## src/rtl/exc_int_ctrl.sv

```systemverilog
// ----------------------------------------------------------------------------
// exc_int_ctrl
//
// Requester side of the CP0 exception/interrupt interface. Device interrupt
// lines are synchronised and either passed through (level lines) or latched
// on a rising edge (edge lines). They are then masked with the CP0 status
// bits and arbitrated against synchronous exceptions from decode. The block
// issues a one-cycle ExcEnter pulse carrying the cause code and a snapshot
// of the pending lines, and tracks handler residency until eret.
//
// Parameters
//   N_IRQ        number of device interrupt lines (HWInt[6:2] / IM[6:2])
//   SYNC_STAGES  synchroniser depth per line, minimum 2
//   EDGE_MASK    per-line mode: 1 = rising-edge latched, 0 = level
//
// Ports
//   Clk, Reset_n   clock, asynchronous active-low reset
//   IrqIn          raw device interrupt lines (asynchronous to Clk)
//   IrqClr         one-cycle clear pulses for edge-latched pending bits
//   SR_IM          CP0 interrupt mask [7:2]; bits [6:2] are used
//   SR_ie, SR_exl  CP0 global enable and exception level
//   InstrBoundary  control FSM is in fetch; an interrupt may be taken
//   SyscallReq, BreakReq, RIReq  one-cycle sync exception requests
//   Eret           one-cycle pulse, eret executing
//   ExcEnter       one-cycle entry pulse to CP0 and the control FSM
//   ExcCode        cause code [6:2], valid while ExcEnter is high
//   HWInt          pending snapshot [6:2], valid while ExcEnter is high
//   IntPending     enabled interrupt waiting for a boundary (1-cycle lag)
//   InHandler      high between ExcEnter and Eret
//   IntLatMax      worst-case interrupt latency in cycles
//
// Optional feature
//   Define EXC_INT_LATENCY_EN to build the latency counter behind IntLatMax.
//   Without it IntLatMax is tied to zero.
// ----------------------------------------------------------------------------
module exc_int_ctrl #(
    parameter int               N_IRQ       = 5,
    parameter int               SYNC_STAGES = 2,
    parameter logic [N_IRQ-1:0] EDGE_MASK   = '0
) (
    input  logic             Clk,
    input  logic             Reset_n,
    input  logic [N_IRQ-1:0] IrqIn,
    input  logic [N_IRQ-1:0] IrqClr,
    input  logic [5:0]       SR_IM,
    input  logic             SR_ie,
    input  logic             SR_exl,
    input  logic             InstrBoundary,
    input  logic             SyscallReq,
    input  logic             BreakReq,
    input  logic             RIReq,
    input  logic             Eret,
    output logic             ExcEnter,
    output logic [4:0]       ExcCode,
    output logic [N_IRQ-1:0] HWInt,
    output logic             IntPending,
    output logic             InHandler,
    output logic [15:0]      IntLatMax
);

    typedef enum logic [1:0] {
        ST_IDLE    = 2'd0,
        ST_ENTER   = 2'd1,
        ST_HANDLER = 2'd2
    } state_e;

    localparam logic [4:0] CODE_INT = 5'd0;
    localparam logic [4:0] CODE_SYS = 5'd8;
    localparam logic [4:0] CODE_BP  = 5'd9;
    localparam logic [4:0] CODE_RI  = 5'd10;

    // ------------------------------------------------------------------
    // Synchroniser and pending logic
    // ------------------------------------------------------------------
    logic [SYNC_STAGES-1:0][N_IRQ-1:0] sync_q;
    logic [N_IRQ-1:0]                  irq_s;
    logic [N_IRQ-1:0]                  irq_s_d_q;
    logic [N_IRQ-1:0]                  edge_pend_q, edge_pend_d;
    logic [N_IRQ-1:0]                  pend;

    assign irq_s = sync_q[SYNC_STAGES-1];

    // NOTE: the synchroniser stages are reset along with everything else so
    // a stale high sample cannot fake an edge right after reset release.
    // NOTE: sequential state uses non-blocking assignments so every flop
    // samples its inputs from before the clock edge.
    always_ff @(posedge Clk or negedge Reset_n) begin
        if (!Reset_n) begin
            sync_q      <= '0;
            irq_s_d_q   <= '0;
            edge_pend_q <= '0;
        end else begin
            sync_q      <= {sync_q[SYNC_STAGES-2:0], IrqIn};
            irq_s_d_q   <= irq_s;
            edge_pend_q <= edge_pend_d;
        end
    end

    // Set term is OR-ed after the clear so a coincident new edge wins.
    assign edge_pend_d = ((edge_pend_q & ~IrqClr) | (irq_s & ~irq_s_d_q)) & EDGE_MASK;

    // Level lines come straight from the last sync stage; edge lines from the latch.
    assign pend = (irq_s & ~EDGE_MASK) | (edge_pend_q & EDGE_MASK);

    // SR_IM[5] maps to IM7, which has no device line.
    logic unused_sr_im7;
    assign unused_sr_im7 = SR_IM[5];

    // ------------------------------------------------------------------
    // Eligibility and arbitration
    // ------------------------------------------------------------------
    state_e           state_q, state_d;
    logic [4:0]       exc_code_q, exc_code_d;
    logic [N_IRQ-1:0] hwint_q, hwint_d;
    logic             in_handler_q, in_handler_d;
    logic             int_pend_q;
    logic             eligible;
    logic             sync_req;
    logic [4:0]       sync_code;
    logic             take_int;
    logic             entering;

    assign eligible = (|(pend & SR_IM[N_IRQ-1:0])) & SR_ie & ~SR_exl
                      & (state_q == ST_IDLE);

    assign sync_req  = RIReq | BreakReq | SyscallReq;
    assign sync_code = RIReq    ? CODE_RI :
                       BreakReq ? CODE_BP : CODE_SYS;

    // NOTE: every signal driven here gets a default first, so no path
    // through the case leaves it unassigned and no latch is inferred.
    always_comb begin
        state_d      = state_q;
        exc_code_d   = exc_code_q;
        hwint_d      = hwint_q;
        in_handler_d = in_handler_q;
        take_int     = 1'b0;

        case (state_q)
            ST_IDLE: begin
                if (sync_req) begin
                    state_d    = ST_ENTER;
                    exc_code_d = sync_code;
                    hwint_d    = pend;
                end else if (eligible && InstrBoundary) begin
                    state_d    = ST_ENTER;
                    exc_code_d = CODE_INT;
                    hwint_d    = pend;
                    take_int   = 1'b1;
                end
            end
            ST_ENTER: begin
                // Requests in this cycle are dropped; decode cannot issue them.
                state_d      = ST_HANDLER;
                in_handler_d = 1'b1;
            end
            ST_HANDLER: begin
                // A nested sync exception takes priority over a coincident eret.
                if (sync_req) begin
                    state_d    = ST_ENTER;
                    exc_code_d = sync_code;
                    hwint_d    = pend;
                end else if (Eret) begin
                    state_d      = ST_IDLE;
                    in_handler_d = 1'b0;
                end
            end
            default: begin
                state_d      = ST_IDLE;
                in_handler_d = 1'b0;
            end
        endcase
    end

    assign entering = (state_d == ST_ENTER);

    always_ff @(posedge Clk or negedge Reset_n) begin
        if (!Reset_n) begin
            state_q      <= ST_IDLE;
            exc_code_q   <= '0;
            hwint_q      <= '0;
            in_handler_q <= 1'b0;
            int_pend_q   <= 1'b0;
        end else begin
            state_q      <= state_d;
            exc_code_q   <= exc_code_d;
            hwint_q      <= hwint_d;
            in_handler_q <= in_handler_d;
            int_pend_q   <= eligible;
        end
    end

    assign ExcEnter   = (state_q == ST_ENTER);
    assign ExcCode    = exc_code_q;
    assign HWInt      = hwint_q;
    assign IntPending = int_pend_q;
    // Stays high through a nested ENTER because the flag is only cleared by eret.
    assign InHandler  = in_handler_q;

    // ------------------------------------------------------------------
    // Optional worst-case interrupt latency tracking
    // ------------------------------------------------------------------
`ifdef EXC_INT_LATENCY_EN
    logic [15:0] lat_cnt_q, lat_cnt_d;
    logic [15:0] lat_max_q, lat_max_d;

    always_comb begin
        lat_cnt_d = lat_cnt_q;
        lat_max_d = lat_max_q;
        if (entering) begin
            lat_cnt_d = '0;
        end else if (eligible && (lat_cnt_q != 16'hFFFF)) begin
            lat_cnt_d = lat_cnt_q + 16'd1;
        end
        // Counter saturates, so the captured maximum saturates with it.
        if (take_int && (lat_cnt_q > lat_max_q)) begin
            lat_max_d = lat_cnt_q;
        end
    end

    always_ff @(posedge Clk or negedge Reset_n) begin
        if (!Reset_n) begin
            lat_cnt_q <= '0;
            lat_max_q <= '0;
        end else begin
            lat_cnt_q <= lat_cnt_d;
            lat_max_q <= lat_max_d;
        end
    end

    assign IntLatMax = lat_max_q;
`else
    logic unused_take_int;
    logic unused_entering;
    assign unused_take_int = take_int;
    assign unused_entering = entering;
    assign IntLatMax       = 16'h0000;
`endif

endmodule
```

## config.mk

```make
export PLATFORM = sky130hd
export DESIGN_NAME = exc_int_ctrl
export DESIGN_NICKNAME = d
export VERILOG_FILES = /design/src/rtl/exc_int_ctrl.sv
export SDC_FILE = /design/constraint.sdc
export NUM_CORES = 1
export LEC_CHECK = 0
export ABC_AREA = 1
export CAP_MARGIN = 20
export CORE_ASPECT_RATIO = 0.6
export CORE_MARGIN = 3
export CORE_UTILIZATION = 40
export CTS_CLUSTER_DIAMETER = 120
export DETAILED_ROUTE_END_ITERATION = 16
export GPL_TIMING_DRIVEN = 0
export PLACE_DENSITY = 0.83
export SLEW_MARGIN = 40
export SYNTH_ARGS = -nofsm -noshare
export SYNTH_HDL_FRONTEND = slang
export SYNTH_SLANG_ARGS = --single-unit
```

## constraint.sdc

```tcl
create_clock -name Clk -period 2.95 [get_ports Clk]
set_clock_uncertainty 0.15 [all_clocks]
set_input_delay 0.59 -clock Clk [delete_from_list [all_inputs] [get_ports Clk]]
set_output_delay 0.59 -clock Clk [all_outputs]
set_load 0.01 [all_outputs]
```

==> metrics.txt, run 1 <==
Die Wd between 60 and 70 um; IO Count 54; row count 13; vias in the first global route 728; share of cells above drive strength 1 between 20% and 30%; synth top area cells dfrtp_1 57%, buf_4 14%, nand2_1 9.7%; DR top layer met4; DP Area between 1000 and 1500 um2; fin area between 1000 and 1500 um2; clock sinks 22; CTS tree yes; Post-CTS Hold Fix Bufs 0; CP peak stage delay 0.57 ns; final HPWL from detailed placement 1560 um; Final nets 173; Worst Path Class, Setup flip-flop to primary output; die area 3070 um2; Via-to-Cell Ratio approximately 4.2; DRC 0; final critical-path share of the clock period 74.3%; clock slew at reported path FFs 0.08 ns; CP cell instances inv_2 -> nor2_1 -> clkdlybuf4s50_1; synthesized area just under 1000 um2; number of diodes 0; largest net degree at the start of global routing 23; worst path bufs/invs 2; post-layout min period between 2 and 2.5 ns; CP arrival roughly 1.5 ns; Pwr Total 1.19 mW; GRT Resource Usage Total 13.7%; pins over their slew limit 0; core area between 2000 and 2500 um2; GRT overflow 0; most frequent cells in the layout 28 x clkdlybuf4s50_1, 25 x nand2_1, 22 x dfrtp_1; Critical Path Fanout Max 4; DR vias 749; flip-flop and latch count after synthesis 22; RSZ-0062 raised after global routing no; Cell Pwr Density 831 nW/um2; final worst slack between 0.7 and 0.8 ns; gp weighted congestion approximately 0.73; CP max stage cell clkdlybuf4s50_1; IO Port Bufs 29; first drt pass iteration count 4; commonest non-fill, non-tap cell in the layout clkdlybuf4s50_1; worst path required time 2.21 ns; share of the synthesized area in the top cell type 56.8%; Place WS 0.838 ns; fraction of the yosys area taken by sequential cells a little under three fifths; Synth Instances 97; met2 wire length 979 um; Mean Syn Cell Area 9.98 um2; Die Y about 44 um; Post-CTS Setup Inserts 0; Setup TNS Final 0 ns; CTS Buf Count 3; max_cap viols 0; M1 WL a little under 700 um; final WL 1930 um; Post-CTS Resized 0; cell taking the most area after synthesis dfrtp_1; status finished, final reports clean; first-pass GRT wire length between 3000 and 4000 um; Detail Route Antenna Nets 0; Max IR drop VDD 0.411 mV; clock tree buffer depth 2; Yosys Warn Count 0; Critical Path Start Type flip-flop; per-cell routed wire length 10.9 um; H-tree levels 1; Root Buffer clkbuf_8; clk_lat worst skew 0.27 ns; Leakage around 0.74 nW; Hold Path Class input pin to asynchronous set/reset pin; Initial Utilization around 43%; CP Capture Type primary output; DRT iter0 DRCs 12; critical path's top delay family buffers and inverters; Final setup viols 0; Fmax achieved 456 MHz; Layout Utilization 64.0%; post-synthesis cell type count 18; met3 WL post-DR 238 um; Hold Fails Final Rpt 0; synth-to-layout area growth 47.3%; initial antenna violation count 0
Yosys cell counts:
library cell / n
nand2_1: 25
dfrtp_1: 22
buf_4: 18
nand3_1: 7
inv_1: 4
nor2_1: 4
inv_2: 3
nand2_4: 3
nand2_2: 2
a31o_2: 1
and2_1: 1
conb_1: 1
nand3_2: 1
nor2_2: 1
nor3_1: 1
nor3_4: 1
o21ai_0: 1
o21ai_1: 1
layout make-up:
cell class	instances	area, um2
fillers	178	802
well taps	30	37.5
flip-flops and latches	22	551
inverters	7	26.3
multi-input cells	67	320
plain buffers	18	135
clock buffers	3	41.3
clock inverters	1	30.0
repair buffers	29	285
stage by stage:
stage                     hold slack, ns  cells
final                              0.125    177
after global routing               0.160    177
after CTS                          0.141    177
after detailed placement           0.189    173
after global placement             0.182    173
after floorplan                    0.144    114
flip-flops by register name (all words and copies together) (netlist names):
signal and flops:
HWInt 5, irq_s 5, sync_q 5, ExcCode 3
state_q 2, InHandler 1, IntPending 1
kinds of logic after synthesis:
group / synth area share (%)
AOI/OAI and AO/OA: 1.94
buffers and inverters: 16.7
DFF: 56.8
other: 0.387
and+or+nand+nor: 24.2
path summary, 6_finish.rpt:
check                      startpoint          to  slack [ns]  cells past startpoint
min in group Clk            sync_q[2]    irq_s[2]        0.20                      0
hold / removal                Reset_n   sync_q[3]        0.13                      1
setup reg to reg           state_q[0]  ExcCode[0]        1.52                      8
setup / recovery           state_q[0]    ExcEnter        0.76                      3
hold reg to reg             sync_q[2]    irq_s[2]        0.20                      0
max in group asynchronous     Reset_n  ExcCode[0]        2.19                      1
layer usage:
metal / vias to the layer above / global-route usage, %
li1: 362 / -
met1: 343 / 13.3
met2: 39 / 25.0
met3: 5 / 7.26
met4: 0 / 5.84
met5: - / 0
worst reg2reg max path: cells and delay by family (launching register included):
kind	cells	cell delay (ns)
buffers and inverters	1	0.11
flip-flops	1	0.40
AND/OR/NAND/NOR	7	0.66
power breakdown:
| group | internal (mW) | switching (mW) |
|---|---|---|
| clock network | 0.181 | 0.0979 |
| registers | 0.388 | 0.0489 |
| logic | 0.232 | 0.238 |
Power figures use the tool's default switching activity.
==> inputs of run 2 (changes only) <==
--- a/config.mk
+++ b/config.mk
@@ -9,11 +9,11 @@
 export CAP_MARGIN = 20
 export CORE_ASPECT_RATIO = 0.6
 export CORE_MARGIN = 3
-export CORE_UTILIZATION = 40
+export CORE_UTILIZATION = 37
 export CTS_CLUSTER_DIAMETER = 120
 export DETAILED_ROUTE_END_ITERATION = 16
 export GPL_TIMING_DRIVEN = 0
-export PLACE_DENSITY = 0.83
+export PLACE_DENSITY = 0.78
 export SLEW_MARGIN = 40
 export SYNTH_ARGS = -nofsm -noshare
 export SYNTH_HDL_FRONTEND = slang
==> constraint.sdc (replaced) <==
create_clock -name Clk -period 2.2 [get_ports Clk]
set_clock_uncertainty 0.15 [all_clocks]
set_input_delay 0.44 -clock Clk [delete_from_list [all_inputs] [get_ports Clk]]
set_output_delay 0.44 -clock Clk [all_outputs]
set_load 0.01 [all_outputs]
==> run 2 against run 1 <==
Net effect: power grew 34%; clock-buffer cell count is the same; largest power group unchanged; global-route usage shrank 0.92 points; clock power grew 31%; combinational power grew 34%; sequential power grew 35%; critical path depth is the same.
==> metrics.txt, run 2 (same netlist as run 1, synthesis figures left out) <==
Final nets 174; proportion of power drawn by the clock network around 23%; Hold Path Class flip-flop to flip-flop; Via-to-Cell Ratio 4.15; Setup TNS Final 0 ns; post-layout min period just over 2 ns; clock slew at reported path FFs 0.08 ns; Die Wd 72.0 um; synth-to-layout area growth 48.3%; DRC 0; per-cell routed wire length 10.6 um; Critical Path Fanout Max 4; Post-CTS Resized 0; GRT overflow 0; vias in the first global route 661; commonest non-fill, non-tap cell in the layout clkdlybuf4s50_1; RSZ-0062 raised after global routing no; Initial Utilization 41.6%; number of diodes 0; core area 2330 um2; Leakage 0.740 nW; # fillers 200; gp weighted congestion 0.748; H-tree levels 1; largest net degree at the start of global routing 23; GRT Resource Usage Total 12.7%; final critical-path share of the clock period between 90% and 100%; CTS tree yes; CP Capture Type primary output; first-pass GRT wire length 3100 um; DRT iter0 DRCs 23; Post-CTS Setup Inserts 0; die area 3290 um2; pins over their slew limit 0; Detail Route Antenna Nets 0; final HPWL from detailed placement 1570 um; most frequent cells in the layout 28 x clkdlybuf4s50_1, 25 x nand2_1, 22 x dfrtp_1; Critical Path Start Type flip-flop; Fin Hold WS a little over 0.2 ns; clock tree buffer depth 2; CP arrival 1.43 ns; Final setup viols 0; first drt pass iteration count 4; Max IR drop VDD 0.576 mV; clock sinks 22; share of cells above drive strength 1 23.6%; IO Port Bufs 29; status finished, final reports clean; Worst Path Class, Setup flip-flop to primary output; max_cap viols 0; DR vias 738; Cell Pwr Density 1100 nW/um2; Flop pwr share a little under two fifths; Die Y 45.6 um; row count 13; Hold Fails Final Rpt 0; share of total power in combinational logic 39.7%; Fmax achieved around 490 MHz; CTS Buf Count 3; initial antenna violation count 0; Sw Ratio about a third; clk_lat worst skew 0.26 ns; worst path required time 1.61 ns; Root Buffer clkbuf_8; IO Count 54; Net Switching 0.510 mW; final WL 1890 um; Int Pwr about 1.1 mW
## run 2: cell types whose count changed in the layout (fill, tap and decap cells not counted)
cell,delta
dlygate4sd3_1,+1
## run 2: final cells by class
class                      count  area [um2]  share of cell area [%]
buffer                        18         135                    9.41
clock buffer                   3        41.3                    2.87
clock inverter                 1        30.0                    2.09
inverter                       7        26.3                    1.83
multi-input combinational     67         320                    22.3
sequential                    22         551                    38.3
tap                           30        37.5                    2.61
timing repair buffer          30         295                    20.6
## run 2: per-layer routing
layer  up-vias  global-route usage, %  share of wire (%)
met4         0                   1.50                  0
met5         -                      0                  0
met3         0                   5.73                 11
met1       333                   15.4                 42
li1        368                      -                  -
met2        37                   22.1                 47
## run 2: path summary, 6_finish.rpt
path | slack (ns) | cells after the start | startpoint | endpoint
worst max-delay path | 0.18 | 3 | state_q[0] | ExcEnter
worst min-delay path | 0.20 | 0 | sync_q[2] | irq_s[2]
worst max register to register | 0.75 | 8 | state_q[0] | HWInt[1]
worst min register to register | 0.20 | 0 | sync_q[2] | irq_s[2]
max in group asynchronous | 1.05 | 2 | Reset_n | ExcCode[3]
min in group asynchronous | 0.52 | 2 | Reset_n | sync_q[0]
## run 2: critical path, cell delays in order (launching register included)
cell and delay (ns):
dfrtp_1 0.39, inv_2 0.08, nor2_1 0.14, clkdlybuf4s50_1 0.57
## run 2: through the flow
stage	utilization, %	instance area [um2]	setup slack, ns	power, mW	instances
after floorplan	-	1030	0.882	0.929	114
after global placement	58.5	1360	0.314	1.21	173
after detailed placement	58.3	1360	0.278	1.23	173
after CTS	61.8	1440	0.186	1.61	178
after global routing	61.8	1440	0.146	1.69	178
final	61.8	1440	0.177	1.58	178
## run 2: power groups by stage
stage | logic [mW] | clock network (mW) | registers, mW
6_report | 0.629 | 0.366 | 0.589
5_1_grt | 0.698 | 0.393 | 0.603
4_1_cts | 0.637 | 0.381 | 0.589
3_5_place_dp | 0.635 | 0 | 0.598
3_3_place_gp | 0.619 | 0 | 0.587
2_1_floorplan | 0.303 | 0 | 0.626
## run 2: timing repair
item	in CTS	in global routing
hold buffers	1	0
setup endpoints to repair	0	0
endpoints found under the hold margin	22	0
==> RTL change 1: new RTL, config.mk and constraints of run 2 <==
Set the parameter `SYNC_STAGES` to 4 (it was 2). Comments in the files are not updated.
--- a/src/rtl/exc_int_ctrl.sv
+++ b/src/rtl/exc_int_ctrl.sv
@@ -36,5 +36,5 @@
 module exc_int_ctrl #(
     parameter int               N_IRQ       = 5,
-    parameter int               SYNC_STAGES = 2,
+    parameter int               SYNC_STAGES = 4,
     parameter logic [N_IRQ-1:0] EDGE_MASK   = '0
 ) (
Behaviour: not the same (a bounded check fails within 4 cycles, from zero or initial values and one cycle with Reset_n low).
==> RTL change 1 against run 2 <==
  * Worst setup slack improved by 41 ps
  * Synthesized area rose by 26%
  * Wire length is 7.2% higher
  * Combinational power barely moved
  * Cell area grew 19%
  * First-iteration DRC count is 8.7% lower
  * Clock power increased by 22%
  * Sequential cell count grew 10
  * Power is 17% higher
  * Critical path depth unchanged
  * Largest cell class unchanged
  * Largest power group is now sequential cells
==> RTL change 1: results (changes against run 2) <==
p_switching_mw: 0.584  # +15%
n_fill_cell: 253  # +27%
grt_pass1_vias: 773  # +17%
reg2reg_depth: 8  # unchanged
via_per_inst: 3.88  # -6.5%
clk_pin_slew_ps: 60  # -20 ps
grt_max_degree: 33  # +43%
status: "completed"
dp_slack_ps: 265  # -13.5 ps
ctsResizeCount: 0  # unchanged
critPathArrivalTime_ps: 1390  # -40 ps
power_leakage_nw: 0.866  # +17%
r2r_end: "HWInt[3]"
gp_congestion: 0.844  # +13%
numCtsBuffers: 5  # +2
synth_top_area_share_pct: 65.7  # +8.9 points
drive_above_1_share_pct: 24.2  # +0.57 points
irDropWorstVdd_mv: 0.431  # -25%
finalNetCount: 185  # +6.3%
dp_hpwl_um: 1560  # -0.80%
synth.area.top_cells: "dfrtp_1 (66%), buf_4 (11%), nand2_1 (7.7%)"
reg2reg_slack_ps: 770  # +20 ps
track_usage_pct: 10.6  # -2.1 points
h-tree-depth: 2  # +1
ys_top_cells_by_count: "dfrtp_1 (32), nand2_1 (25), buf_4 (18)"
synth-seq-area-share_pct: 65.7  # +8.9 points
grt_first_pass_wirelength_um: 3160  # +2.0%
min_period_ps: 1980  # -41.4 ps
drt_iter0_drc: 21  # -8.7%
wl_per_cell_um: 10.0  # -6.0%
==> RTL change 1: cell count changes after synthesis <==
cell,run 2,this run
dfrtp_1,22,32
==> RTL change 1: cell type report <==
cell class	count	share of cell area, %
Buffer	18	7.89
Clock buffer	6	4.82
Clock inverter	2	0.584
Inverter	7	1.53
Multi-Input combinational cell	67	18.7
Sequential cell	32	46.7
Tap cell	42	3.07
Timing Repair Buffer	29	16.7
==> RTL change 1: how the worst min path moves through the flow <==
stage | endpoint | slack [ps] | cells past startpoint
2_1_floorplan | ExcCode[0] | -6 | 0
3_3_place_gp | sync_q[8] | 180 | 0
3_5_place_dp | irq_s[0] | 180 | 0
4_1_cts | sync_q[2] | 70 | 1
5_1_grt | sync_q[3] | 100 | 1
6_report | sync_q[2] | 50 | 1
==> RTL change 1: power by group through the flow <==
stage / clock (mW) / combinational, mW / sequential [mW]
2_1_floorplan: 0 / 0.302 / 0.825
3_3_place_gp: 0 / 0.616 / 0.786
3_5_place_dp: 0 / 0.638 / 0.792
4_1_cts: 0.466 / 0.640 / 0.783
5_1_grt: 0.489 / 0.690 / 0.797
6_report: 0.448 / 0.628 / 0.781
==> RTL change 1: kinds of logic after synthesis <==
logic type | share of synthesized area [%]
buf+inv | 13.2
compound gates | 1.54
simple gates | 19.2
other cells | 0.308
flops | 65.7
==> RTL change 1: routing by layer <==
layer	wire length (µm)	global-route usage [%]	vias to the layer above
li1	-	-	398
met1	777	10.5	354
met2	1060	18.7	35
met3	192	5.02	0
met4	0	5.34	0
met5	0	0	-
==> RTL change 1: through the flow <==
stage / total power [mW] / utilization, % / cells / area (µm²)
after floorplan: 1.13 / - / 124 / 1280
after global placement: 1.40 / 54.1 / 195 / 1630
after detailed placement: 1.43 / 54.0 / 195 / 1620
after CTS: 1.89 / 57.0 / 203 / 1710
after global routing: 1.98 / 57.0 / 203 / 1710
final: 1.86 / 57.0 / 203 / 1710
==> RTL change 2: new RTL, settings of run 2 <==
Without the edit above. Re-encode `state_e` (3 states) as one-hot, 3 bits wide.
--- a/src/rtl/exc_int_ctrl.sv
+++ b/src/rtl/exc_int_ctrl.sv
@@ -59,8 +59,8 @@
 );
 
-    typedef enum logic [1:0] {
-        ST_IDLE    = 2'd0,
-        ST_ENTER   = 2'd1,
-        ST_HANDLER = 2'd2
+    typedef enum logic [2:0] {
+        ST_IDLE    = 3'b001,
+        ST_ENTER   = 3'b010,
+        ST_HANDLER = 3'b100
     } state_e;
 
Check against the original RTL: same outputs for any inputs over 10 cycles, from zero or initial values and one cycle with Reset_n low; not proved beyond that.
==> RTL change 2 against run 2 <==
  * Worst setup slack got worse by 73 ps
  * Cell area increased by 3.2%
  * Sequential cell count increased by 1
  * Power decreased by 3.9%
  * Synthesized cell count increased by 11%
  * Synthesized area increased by 7.1%
  * Worst hold slack got worse by 0.65 ps
  * Sequential share of layout area increased by 0.58 points
  * Register-to-register slack got worse by 60 ps
  * Wire length decreased by 4.8%
==> RTL change 2: results (changes against run 2) <==
fp.dieW_um: 74.4  # +3.2%
track_usage_pct: 10.7  # -2.0 points
synth-seq-area-share_pct: 55.6  # -1.2 points
clk_share_pct: 3.12  # -1.8 points
startpoint: "state_q[0]"
num_vias: 764  # +3.5%
irDropWorstVdd_mv: 0.526  # -8.6%
power_leakage_nw: 0.788  # +6.6%
status: "completed"
grt_max_degree: 24  # +4.3%
synth.area.top_cells: "dfrtp_1 (53%), buf_4 (13%), nand2_1 (11%)"
inverters: 11  # +4
drt_iter0_drc: 44  # +91%
switching_share_pct: 34.7  # +2.5 points
synthesis.instances: 108  # +11%
fin_cells: 191  # +7.3%
p_per_area_nw_per_um2: 1030  # -6.9%
grt_pass1_vias: 660  # -0.15%
combPwrFrac_pct: 43.1  # +3.4 points
r2r_end: "HWInt[3]"
min_period_ps: 2100  # +72.8 ps
critical-path-max-stage-delay_ps: 590  # +20 ps
grt_first_pass_wirelength_um: 2710  # -12%
dp_slack_ps: 288  # +9.22 ps
gp_congestion: 0.726  # -2.9%
ys_ff_latch: 23  # +4.5%
dp_hpwl_um: 1480  # -5.9%
[RTL change 2: cell families after synthesis]
group | share of synthesized area, %
other | 0.362
AOI/OAI and AO/OA | 1.69
DFF | 55.6
buffers and inverters | 17.0
and+or+nand+nor | 25.3
[RTL change 2: per-layer routing]
layer / GRT usage [%] / vias to the layer above / wire length, µm
met2: 18.0 / 36 / 853
met4: 3.19 / 0 / 14
met5: 0 / - / 0
li1: - / 394 / -
met1: 12.7 / 332 / 729
met3: 4.91 / 2 / 205
[RTL change 2: how the worst min path moves through the flow]
stage              start          to  slack [ps]  depth (start not counted)
4_1_cts        sync_q[3]    irq_s[3]         200                          0
6_report       sync_q[2]    irq_s[2]         200                          0
2_1_floorplan    Reset_n  ExcCode[0]          -6                          0
3_3_place_gp   sync_q[4]    irq_s[4]         180                          0
3_5_place_dp   sync_q[1]    irq_s[1]         190                          0
5_1_grt        sync_q[3]    irq_s[3]         200                          0
